==> config.mk <==
export PLATFORM = sky130hd
export DESIGN_NAME = layer_output_serializer_flat
export DESIGN_NICKNAME = d
export VERILOG_FILES = /design/src/rtl/layer_output_serializer_if.sv /design/src/rtl/layer_output_serializer.sv /design/src/flat_wrapper.sv
export SDC_FILE = /design/constraint.sdc
export NUM_CORES = 1
export LEC_CHECK = 0
export ABC_AREA = 0
export BUFFER_PORTS_ARGS = -buffer_cell sky130_fd_sc_hd__buf_2
export CORE_MARGIN = 2
export CORE_UTILIZATION = 60
export CTS_BUF_LIST = sky130_fd_sc_hd__clkbuf_8
export DETAILED_ROUTE_END_ITERATION = 10
export MAX_ROUTING_LAYER = met4
export PLACE_DENSITY = 0.85
export REMOVE_ABC_BUFFERS = 1
export SLEW_MARGIN = 40
export SYNTH_ARGS = -nofsm -noshare
export SYNTH_HDL_FRONTEND = slang
export SYNTH_SLANG_ARGS = --single-unit
export TNS_END_PERCENT = 50
==> constraint.sdc <==
create_clock -name clk -period 19 [get_ports clk]
set_input_delay 1.9 -clock clk [delete_from_list [all_inputs] [get_ports clk]]
set_output_delay 1.9 -clock clk [all_outputs]
set_load 0.02 [all_outputs]
==> src/rtl/layer_output_serializer_if.sv <==
// Bundle between a neuron layer's parallel outputs and the serialized word stream
// that feeds the next layer. The serializer sits on the master side.
interface layer_output_serializer_if #(
    parameter int numNeurons = 30,
    parameter int dataWidth  = 16
);
    logic [numNeurons*dataWidth-1:0] in_data;
    logic [numNeurons-1:0]           in_valid;
    logic                            out_ready;
    logic [dataWidth-1:0]            out_data;
    logic                            out_valid;
    logic                            out_last;
    logic                            busy;
    logic                            overrun;
    logic                            sync_err;

    modport master (
        input  in_data, in_valid, out_ready,
        output out_data, out_valid, out_last, busy, overrun, sync_err
    );

    modport slave (
        output in_data, in_valid, out_ready,
        input  out_data, out_valid, out_last, busy, overrun, sync_err
    );
endinterface

==> src/rtl/layer_output_serializer.sv <==
// Turns one parallel vector of neuron outputs into a word stream, index 0 first,
// with one pending vector slot so a following capture can stream without a bubble.
module layer_output_serializer #(
    parameter int numNeurons = 30,
    parameter int dataWidth  = 16
) (
    input  logic                        clk,
    input  logic                        rst,
    layer_output_serializer_if.master   bus
);
    localparam int             IW       = $clog2(numNeurons);
    localparam logic [IW-1:0]  LAST_IDX = IW'(numNeurons - 1);
    localparam logic [0:0]     IDLE     = 1'b0;
    localparam logic [0:0]     SHIFT    = 1'b1;

    logic [0:0]           r_state;
    logic [IW-1:0]        r_idx;
    logic                 r_pending_full;
    logic                 r_out_valid;
    logic                 r_out_last;
    logic                 r_overrun;
    logic                 r_sync_err;
    logic [dataWidth-1:0] r_out_data;
    logic [dataWidth-1:0] r_active  [numNeurons];
    logic [dataWidth-1:0] r_pending [numNeurons];

    logic [dataWidth-1:0] w_vec [numNeurons];
    logic                 w_capture;
    logic                 w_mixed;
    logic                 w_xfer;
    logic                 w_last_xfer;
    logic                 w_load_active_vec;
    logic                 w_load_active_pend;
    logic                 w_load_pend;
    logic                 w_drop;
    logic [IW-1:0]        w_idx_inc;

    always_comb begin
        for (int i = 0; i < numNeurons; i++) begin
            w_vec[i] = bus.in_data[i*dataWidth +: dataWidth];
        end
    end

    // Only neuron 0 keys the capture; disagreement among the other bits is flagged, not acted on.
    assign w_capture   = bus.in_valid[0];
    assign w_mixed     = (bus.in_valid != '0) && (bus.in_valid != '1);
    assign w_xfer      = r_out_valid & bus.out_ready;
    assign w_last_xfer = w_xfer && (r_idx == LAST_IDX);
    assign w_idx_inc   = r_idx + 1'b1;

    assign w_load_active_vec  = w_capture && ((r_state == IDLE) || (w_last_xfer && !r_pending_full));
    assign w_load_active_pend = w_last_xfer && r_pending_full;
    assign w_load_pend        = w_capture && (r_state == SHIFT) &&
                                (w_last_xfer ? r_pending_full : !r_pending_full);
    assign w_drop             = w_capture && (r_state == SHIFT) && !w_last_xfer && r_pending_full;

    // NOTE: vector buffers carry no reset; the flags below decide whether their contents mean anything.
    always_ff @(posedge clk) begin
        for (int i = 0; i < numNeurons; i++) begin
            if (w_load_active_vec) begin
                r_active[i] <= w_vec[i];
            end else if (w_load_active_pend) begin
                r_active[i] <= r_pending[i];
            end
            if (w_load_pend) begin
                r_pending[i] <= w_vec[i];
            end
        end
    end

    always_ff @(posedge clk or posedge rst) begin
        if (rst) begin
            r_state        <= IDLE;
            r_idx          <= '0;
            r_pending_full <= 1'b0;
            r_out_valid    <= 1'b0;
            r_out_last     <= 1'b0;
            r_out_data     <= '0;
            r_overrun      <= 1'b0;
            r_sync_err     <= 1'b0;
        end else begin
            if (w_mixed) r_sync_err <= 1'b1;
            if (w_drop)  r_overrun  <= 1'b1;

            if (w_load_pend) begin
                r_pending_full <= 1'b1;
            end else if (w_load_active_pend) begin
                r_pending_full <= 1'b0;
            end

            // Output word is looked up one cycle ahead so out_data leaves a flop.
            if (w_load_active_vec) begin
                r_out_data <= w_vec[0];
            end else if (w_load_active_pend) begin
                r_out_data <= r_pending[0];
            end else if (w_xfer && !w_last_xfer) begin
                r_out_data <= r_active[w_idx_inc];
            end

            if (w_load_active_vec || w_load_active_pend) begin
                r_state     <= SHIFT;
                r_idx       <= '0;
                r_out_valid <= 1'b1;
                r_out_last  <= 1'b0;
            end else if (w_last_xfer) begin
                r_state     <= IDLE;
                r_idx       <= '0;
                r_out_valid <= 1'b0;
                r_out_last  <= 1'b0;
            end else if (w_xfer) begin
                r_idx       <= w_idx_inc;
                r_out_last  <= (w_idx_inc == LAST_IDX);
            end
        end
    end

    assign bus.out_data  = r_out_data;
    assign bus.out_valid = r_out_valid;
    assign bus.out_last  = r_out_last;
    assign bus.busy      = (r_state == SHIFT) | r_pending_full;
    assign bus.overrun   = r_overrun;
    assign bus.sync_err  = r_sync_err;
endmodule

==> src/flat_wrapper.sv <==
// flat-port wrapper written by rule: the top's interface ports become plain ports
module layer_output_serializer_flat 
#(
    parameter int numNeurons = 30,
    parameter int dataWidth  = 16
)
  (clk, rst, bus_in_data, bus_in_valid, bus_out_ready, bus_out_data, bus_out_valid, bus_out_last, bus_busy, bus_overrun, bus_sync_err);
  layer_output_serializer_if #(.numNeurons(numNeurons), .dataWidth(dataWidth)) bus_i ();
  input  logic clk;
  input  logic rst;
  input wire logic [$bits(bus_i.in_data)-1:0] bus_in_data;
  input wire logic [$bits(bus_i.in_valid)-1:0] bus_in_valid;
  input wire logic [$bits(bus_i.out_ready)-1:0] bus_out_ready;
  output wire logic [$bits(bus_i.out_data)-1:0] bus_out_data;
  output wire logic [$bits(bus_i.out_valid)-1:0] bus_out_valid;
  output wire logic [$bits(bus_i.out_last)-1:0] bus_out_last;
  output wire logic [$bits(bus_i.busy)-1:0] bus_busy;
  output wire logic [$bits(bus_i.overrun)-1:0] bus_overrun;
  output wire logic [$bits(bus_i.sync_err)-1:0] bus_sync_err;
  assign bus_i.in_data = bus_in_data;
  assign bus_i.in_valid = bus_in_valid;
  assign bus_i.out_ready = bus_out_ready;
  assign bus_out_data = bus_i.out_data;
  assign bus_out_valid = bus_i.out_valid;
  assign bus_out_last = bus_i.out_last;
  assign bus_busy = bus_i.busy;
  assign bus_overrun = bus_i.overrun;
  assign bus_sync_err = bus_i.sync_err;
  layer_output_serializer #(.numNeurons(numNeurons), .dataWidth(dataWidth)) u_core (.clk(clk), .rst(rst), .bus(bus_i));
endmodule
# Word level (Yosys, flattened, before mapping)

Memory sizes are Yosys's and may differ from the RTL's.
Cells that the tools add are included.

Bits in registers: 26
Bits in writable memories: 960
Input bits: 513
Output and inout bits: 21
Logic and storage cells: 116
Memories kept: 2

$add $sub $neg: 1
Equality and inequality tests: 3
Muxes and demuxes: 51
Bitwise gates (word level): 33
Reductions and logical operators: 19

Memories:

| name             | words | bits a word | read ports | clocked after memory_dff | wr ports | line                          | source |
|---|---|---|---|---|---|---|---|
| u_core.r_active  | 30    | 16          | 1          | 0                        | 30       | layer_output_serializer.sv:24 | `logic [dataWidth-1:0] r_active [numNeurons];` |
| u_core.r_pending | 30    | 16          | 30         | 0                        | 30       | layer_output_serializer.sv:25 | `logic [dataWidth-1:0] r_pending [numNeurons];` |

Operator list:

| kind                   | count |
|---|---|
| $mux W16               | 33 |
| $or A1 B1 Y1           | 31 |
| $ne A30 B30 Y1 const B | 1 |
| $reduce_bool A30 Y1    | 1 |
| $mux W1                | 15 |
| $mux W5                | 3 |
| $eq A5 B5 Y1 const B   | 2 |
| $logic_and A1 B1 Y1    | 10 |
| $reduce_bool A3 Y1     | 2 |
| $add A5 B1 Y5 const B  | 1 |
| $reduce_bool A2 Y1     | 2 |
| $logic_not A1 Y1       | 2 |
| $logic_or A1 B1 Y1     | 2 |
| $and A1 B1 Y1          | 1 |
| $not A1 Y1             | 1 |

# Logic depth before layout (Yosys ltp)

Depth after elaboration: 8
Depth in mapped cells: 13
Depth with buffers taken out: 12

# Least setup slack after synthesis

Ideal clock, no wire load.

Path type: input -> register
From: input bus_out_ready
To: register u_core.r_pending_full
Library setup time: 153 ps
Arrival: 14,180 ps
Required time: 18,847 ps
Slack: 4,667 ps
Stages: 5
Path buffers: 0
Cell sequence: nand2_2 nor2_1 ha_1 and3_1 o21bai_1

Cells in the longest elaborated chain, start to end: 5
Elaborated cells on any way between the ends: 7
Classes of those cells: 2 x mux; 1 x bitwise; 4 x reduce/logical

RTL lines:

| item                                          | line                          | source |
|---|---|---|
| start, declared                               | flat_wrapper.sv:13            | `input wire logic [$bits(bus_i.out_ready)-1:0] bus_out_ready;` |
| $and A1 B1 Y1 *                               | layer_output_serializer.sv:47 | `assign w_xfer = r_out_valid & bus.out_ready;` |
| $logic_and A1 B1 Y1 *                         | layer_output_serializer.sv:48 | `assign w_last_xfer = w_xfer && (r_idx == LAST_IDX);` |
| $mux W1 *                                     | layer_output_serializer.sv:54 | `(w_last_xfer ? r_pending_full : !r_pending_full);` |
| $logic_and A1 B1 Y1 *                         | layer_output_serializer.sv:53 | `assign w_load_pend = w_capture && (r_state == SHIFT) &&` |
| net u_core.w_load_pend                        | layer_output_serializer.sv:34 | `logic w_load_pend;` |
| $mux W1 or $reduce_bool A2 Y1 (tied branches) | n/a                           |  |
| end signal, assigned                          | layer_output_serializer.sv:75 | `r_pending_full <= 1'b0;` |
| end signal, assigned                          | layer_output_serializer.sv:86 | `r_pending_full <= 1'b1;` |
| end signal, assigned                          | layer_output_serializer.sv:88 | `r_pending_full <= 1'b0;` |
| end, declared                                 | layer_output_serializer.sv:18 | `logic r_pending_full;` |

The timed path passes the listed nets; every way through them passes the cells marked *.
A chain may end at the register's enable or synchronous reset.

==> results.sh <==
export IMPL_nFillCells=4079
export IMPL_final_core_utilization_pct=70.6
export IMPL_post_route_min_period_ns=5.09
export IMPL_clock_root_buffer="sky130_fd_sc_hd__clkbuf_8"
export IMPL_ranking_of_synthesized_cells_by_area="sky130_fd_sc_hd__edfxtp_1 71%, sky130_fd_sc_hd__mux2_2 13%, sky130_fd_sc_hd__mux4_2 5.3%"
export IMPL_flow_area_growth_from_synthesis_pct=16.7
export IMPL_post_synth_num_cell_types=59
export IMPL_power_sequential_fraction_pct=47.0
export IMPL_boundaryPins=534
export IMPL_beginning_of_the_worst_hold_path="u_core.bus.sync_err"
export IMPL_total_count_of_max_transition_violations_in_the_final_report=0
export IMPL_switching_share_pct=29.8
export IMPL_leakagePower_nw=16.7
export IMPL_initial_core_util_pct=60.5
export IMPL_pwr_density_cell_mw_per_mm2=113
export IMPL_synth_top_area_cell="sky130_fd_sc_hd__edfxtp_1"
export IMPL_synth_enable_flop_cells=960
export IMPL_post_layout_nonfiller_instances=3824
export IMPL_grt_pass1_wl_microns=146000
export IMPL_grt_pass1_vias=24000
export IMPL_critPathMaxFanout=96
export IMPL_post_dr_vias_cell=5.98
export IMPL_synth_seq_cells=986
export IMPL_ff2ff_setup_slack_ns=14.11
export IMPL_comb_power_share_pct=21.4
export IMPL_gp_routability_congestion=0.842
export IMPL_tightestPinTransition_ns=0.920
export IMPL_path_class="primary input to flop"
export IMPL_floorplan_die_height_microns=264
export IMPL_detailedRoute_firstIterationViolations=2581
export IMPL_tritoncts="built"
export IMPL_cp_required_ns=19.53
export IMPL_min_delay_path_depth=1
export IMPL_grt_antenna_before_repair=65
export IMPL_reg2reg_depth=10
export IMPL_via_count=22900
export IMPL_final_layout_size_suffix_gt1_share_pct=48.1
export IMPL_avgSynthCellArea_sq_um=18.9
export IMPL_hold_viol_final=0
export IMPL_clock_insertion_delay_worst_skew_ns=0.81
export IMPL_worst_slew_margin_rel_pct=38.3
export IMPL_die_area_sq_mm=0.0695
export IMPL_synthesis_yosys_warnings=0
export IMPL_critPathLaunchType="primary input"
export IMPL_yosysSeqAreaShare_pct=72.9
export IMPL_clock_skew_ns=0.0376
export IMPL_drt_antenna_violating_nets=0
export IMPL_place_hpwl_microns=64600
export IMPL_rsz0062_at_grt="no"
export IMPL_htree_levels=4
export IMPL_outcome="finished, final reports clean"
export IMPL_r2r_end="u_core.r_active[10][5]"
export IMPL_worst_ep_arrival_time_ns=5.62
export IMPL_dominantRegCellSynth="sky130_fd_sc_hd__edfxtp_1"
export IMPL_grt_start_max_net_pins=153
export IMPL_fin_total_pwr_mw=5.34
export IMPL_min_period_over_period_pct=26.8
export IMPL_multi_input_comb_area_sq_mm=0.0104
export IMPL_post_cts_setup_buffers=0
export IMPL_total_area_of_sequential_cells_sq_mm=0.0295
export IMPL_drt_total_wl_microns=99600
export IMPL_floorplan_rows=95
export IMPL_placement_io_buffers=533
export IMPL_r2r_start="u_core.r_idx[0]"
export IMPL_setup_viol=0
export IMPL_post_route_drc_count=0
export IMPL_clock_sinks=986
export IMPL_worst_hold_path_endpoint="u_core.bus.sync_err"
export IMPL_asyncSetResetFlopFracSynth_pct=2.64
export IMPL_cts_resized_gates=0
export IMPL_path_clk_slew_ns=0.06
export IMPL_final_net_count=3278
export IMPL_placed_cells_incl_taps=3472
export IMPL_wire_per_inst_microns=26.1
export IMPL_ctsHoldBuffers=0
export IMPL_cts_max_path_buffers=3
export IMPL_post_synth_inst_count=2139
export IMPL_detailedRoute_firstPassIterationCount=6
export IMPL_achievable_frequency_mhz=196
export IMPL_netlist_area_leader_share_pct=71.2
export IMPL_internal_power_mw=3.75
export IMPL_cts_made_buffers=156
export IMPL_die_width_microns=264
export IMPL_vdd_drop_max_uv=80.2
export IMPL_worst_hold_path_type="flop to flop"
export IMPL_synth_area_sq_mm=0.0405
export IMPL_fp_coreArea_sq_mm=0.0669
export IMPL_endpoint_kind="flop"
export IMPL_timing_max_cap_violations=0
export IMPL_global_route_usage_total_pct=29.4
export IMPL_grt_overflow=0
export IMPL_clock_group_share_of_total_power_pct=31.5
export IMPL_switchingPower_mw=1.59
-- logic make-up after synthesis --
kind of cell / share of synthesized area, %
xor+xnor: 0.145
mux: 19.1
flops: 72.9
compound gates: 2.72
fa+ha+maj: 0.155
simple gates: 3.21
buf+inv: 1.79
-- cells in the final DEF (no fill, tap or decap), types with 4 or more instances in the layout --
cell type	n
sky130_fd_sc_hd__a211oi_2	5
sky130_fd_sc_hd__buf_16	4
sky130_fd_sc_hd__mux2_2	480
sky130_fd_sc_hd__mux2i_1	16
sky130_fd_sc_hd__edfxtp_1	960
sky130_fd_sc_hd__a21oi_1	35
sky130_fd_sc_hd__diode_2	68
sky130_fd_sc_hd__nand2_1	137
sky130_fd_sc_hd__clkinv_1	28
sky130_fd_sc_hd__dfrtp_1	25
sky130_fd_sc_hd__nor4_1	9
sky130_fd_sc_hd__a21o_1	16
sky130_fd_sc_hd__buf_12	6
sky130_fd_sc_hd__o221a_2	14
sky130_fd_sc_hd__mux4_2	96
sky130_fd_sc_hd__clkinvlp_4	4
sky130_fd_sc_hd__nor2_1	58
sky130_fd_sc_hd__clkinv_2	9
sky130_fd_sc_hd__a211oi_1	10
sky130_fd_sc_hd__buf_4	17
sky130_fd_sc_hd__a31oi_1	16
sky130_fd_sc_hd__nand4_1	10
sky130_fd_sc_hd__clkbuf_8	163
sky130_fd_sc_hd__o22a_1	15
sky130_fd_sc_hd__inv_1	69
sky130_fd_sc_hd__buf_6	10
sky130_fd_sc_hd__buf_2	533
sky130_fd_sc_hd__o2111ai_1	16
sky130_fd_sc_hd__nand3_1	51
-- cell type report --
cell class              count  area share (%)
flip-flops and latches    986            62.4
multi-input cells        1035            22.0
repair buffers            574            6.77
clock buffers             162            4.72
well taps                 873            2.31
clock inverters           119            1.38
diodes                     68           0.360
inverters                   7          0.0848
-- registers in the layout (all words and copies together), names as in the netlist --
name                   cells
u_core.r_active          480
u_core.bus.overrun         1
u_core.bus.out_last        1
u_core.r_pending         480
u_core.r_state             1
u_core.bus.out_data       16
u_core.r_pending_full      1
u_core.bus.sync_err        1
u_core.r_idx               5
-- worst max-delay path, cell delays in order --
cell                      delay, ns
sky130_fd_sc_hd__buf_2         0.11
sky130_fd_sc_hd__nand2_2       0.15
sky130_fd_sc_hd__nor2_1        0.28
sky130_fd_sc_hd__ha_1          0.21
sky130_fd_sc_hd__and2b_1       0.27
sky130_fd_sc_hd__o21ai_4       0.37
sky130_fd_sc_hd__buf_12        0.39
sky130_fd_sc_hd__buf_6         0.67
sky130_fd_sc_hd__buf_4         0.68
sky130_fd_sc_hd__mux2_2        0.42
-- power groups by stage --
stage | Combinational (mW) | Clock, mW | Sequential, mW
after floorplan | 0.638 | 0 | 2.60
after global placement | 1.08 | 0 | 2.56
after detailed placement | 1.14 | 0 | 2.55
after CTS | 1.14 | 1.71 | 2.51
after global routing | 1.21 | 1.80 | 2.51
final | 1.14 | 1.68 | 2.51
-- synth_stat cells (2+ instances only) --
cell type and count:
sky130_fd_sc_hd__edfxtp_1 960, sky130_fd_sc_hd__nand3_1 51, sky130_fd_sc_hd__a211oi_1 15, sky130_fd_sc_hd__o22a_1 15, sky130_fd_sc_hd__inv_1 6, sky130_fd_sc_hd__buf_6 5
sky130_fd_sc_hd__nand4_1 10, sky130_fd_sc_hd__o221a_1 2, sky130_fd_sc_hd__clkbuf_1 14, sky130_fd_sc_hd__nor3_4 2, sky130_fd_sc_hd__mux4_2 96, sky130_fd_sc_hd__nor4_1 9
sky130_fd_sc_hd__buf_12 3, sky130_fd_sc_hd__a31oi_1 16, sky130_fd_sc_hd__nor2_4 2, sky130_fd_sc_hd__xor2_2 2, sky130_fd_sc_hd__a21oi_1 35, sky130_fd_sc_hd__o2111ai_1 16
sky130_fd_sc_hd__mux2_2 480, sky130_fd_sc_hd__xnor2_1 2, sky130_fd_sc_hd__a21o_1 16, sky130_fd_sc_hd__mux2i_1 16, sky130_fd_sc_hd__nand2_1 137, sky130_fd_sc_hd__buf_4 29
sky130_fd_sc_hd__nor2_1 58, sky130_fd_sc_hd__nor2_2 2, sky130_fd_sc_hd__a22oi_1 2, sky130_fd_sc_hd__ha_1 5, sky130_fd_sc_hd__dfrtp_1 26, sky130_fd_sc_hd__o21ai_0 3
sky130_fd_sc_hd__buf_2 59, sky130_fd_sc_hd__o221a_2 14, sky130_fd_sc_hd__nand3_2 2, sky130_fd_sc_hd__o21bai_1 3, sky130_fd_sc_hd__or3_1 2
-- metal layers --
| metal | GRT usage (%) | vias up | part of all wire, % |
|---|---|---|---|
| met5 | - | - | 0 |
| met4 | 12.5 | 0 | 3.1 |
| met3 | 7.76 | 183 | 8.2 |
| met2 | 46.0 | 1103 | 50 |
| met1 | 36.5 | 11600 | 39 |
| li1 | - | 9958 | - |
-- worst max-delay path by stage --
stage | slack [ns] | to | start
2_1_floorplan | -10.09 | u_core.r_active[0][0] | u_core.r_idx[0]
3_3_place_gp | 12.43 | u_core.r_active[24][1] | bus_out_ready
3_5_place_dp | 12.67 | u_core.r_active[26][1] | bus_out_ready
4_1_cts | 13.56 | u_core.r_active[0][12] | bus_out_ready
5_1_grt | 13.68 | u_core.r_active[12][10] | bus_out_ready
6_report | 13.91 | u_core.r_active[10][5] | bus_out_ready
-- stage by stage --
step	hold WS, ns	setup TNS [ns]	instance area, sq um	worst slack [ns]
after global routing	0.489	0	47200	13.68
after detailed placement	0.451	0	44100	12.67
after global placement	0.455	0	43900	12.43
after floorplan	0.525	-4845.36	39800	-10.09
final	0.466	0	47200	13.91
after CTS	0.469	0	47000	13.56
No activity file was read; power rests on OpenSTA's default activity.
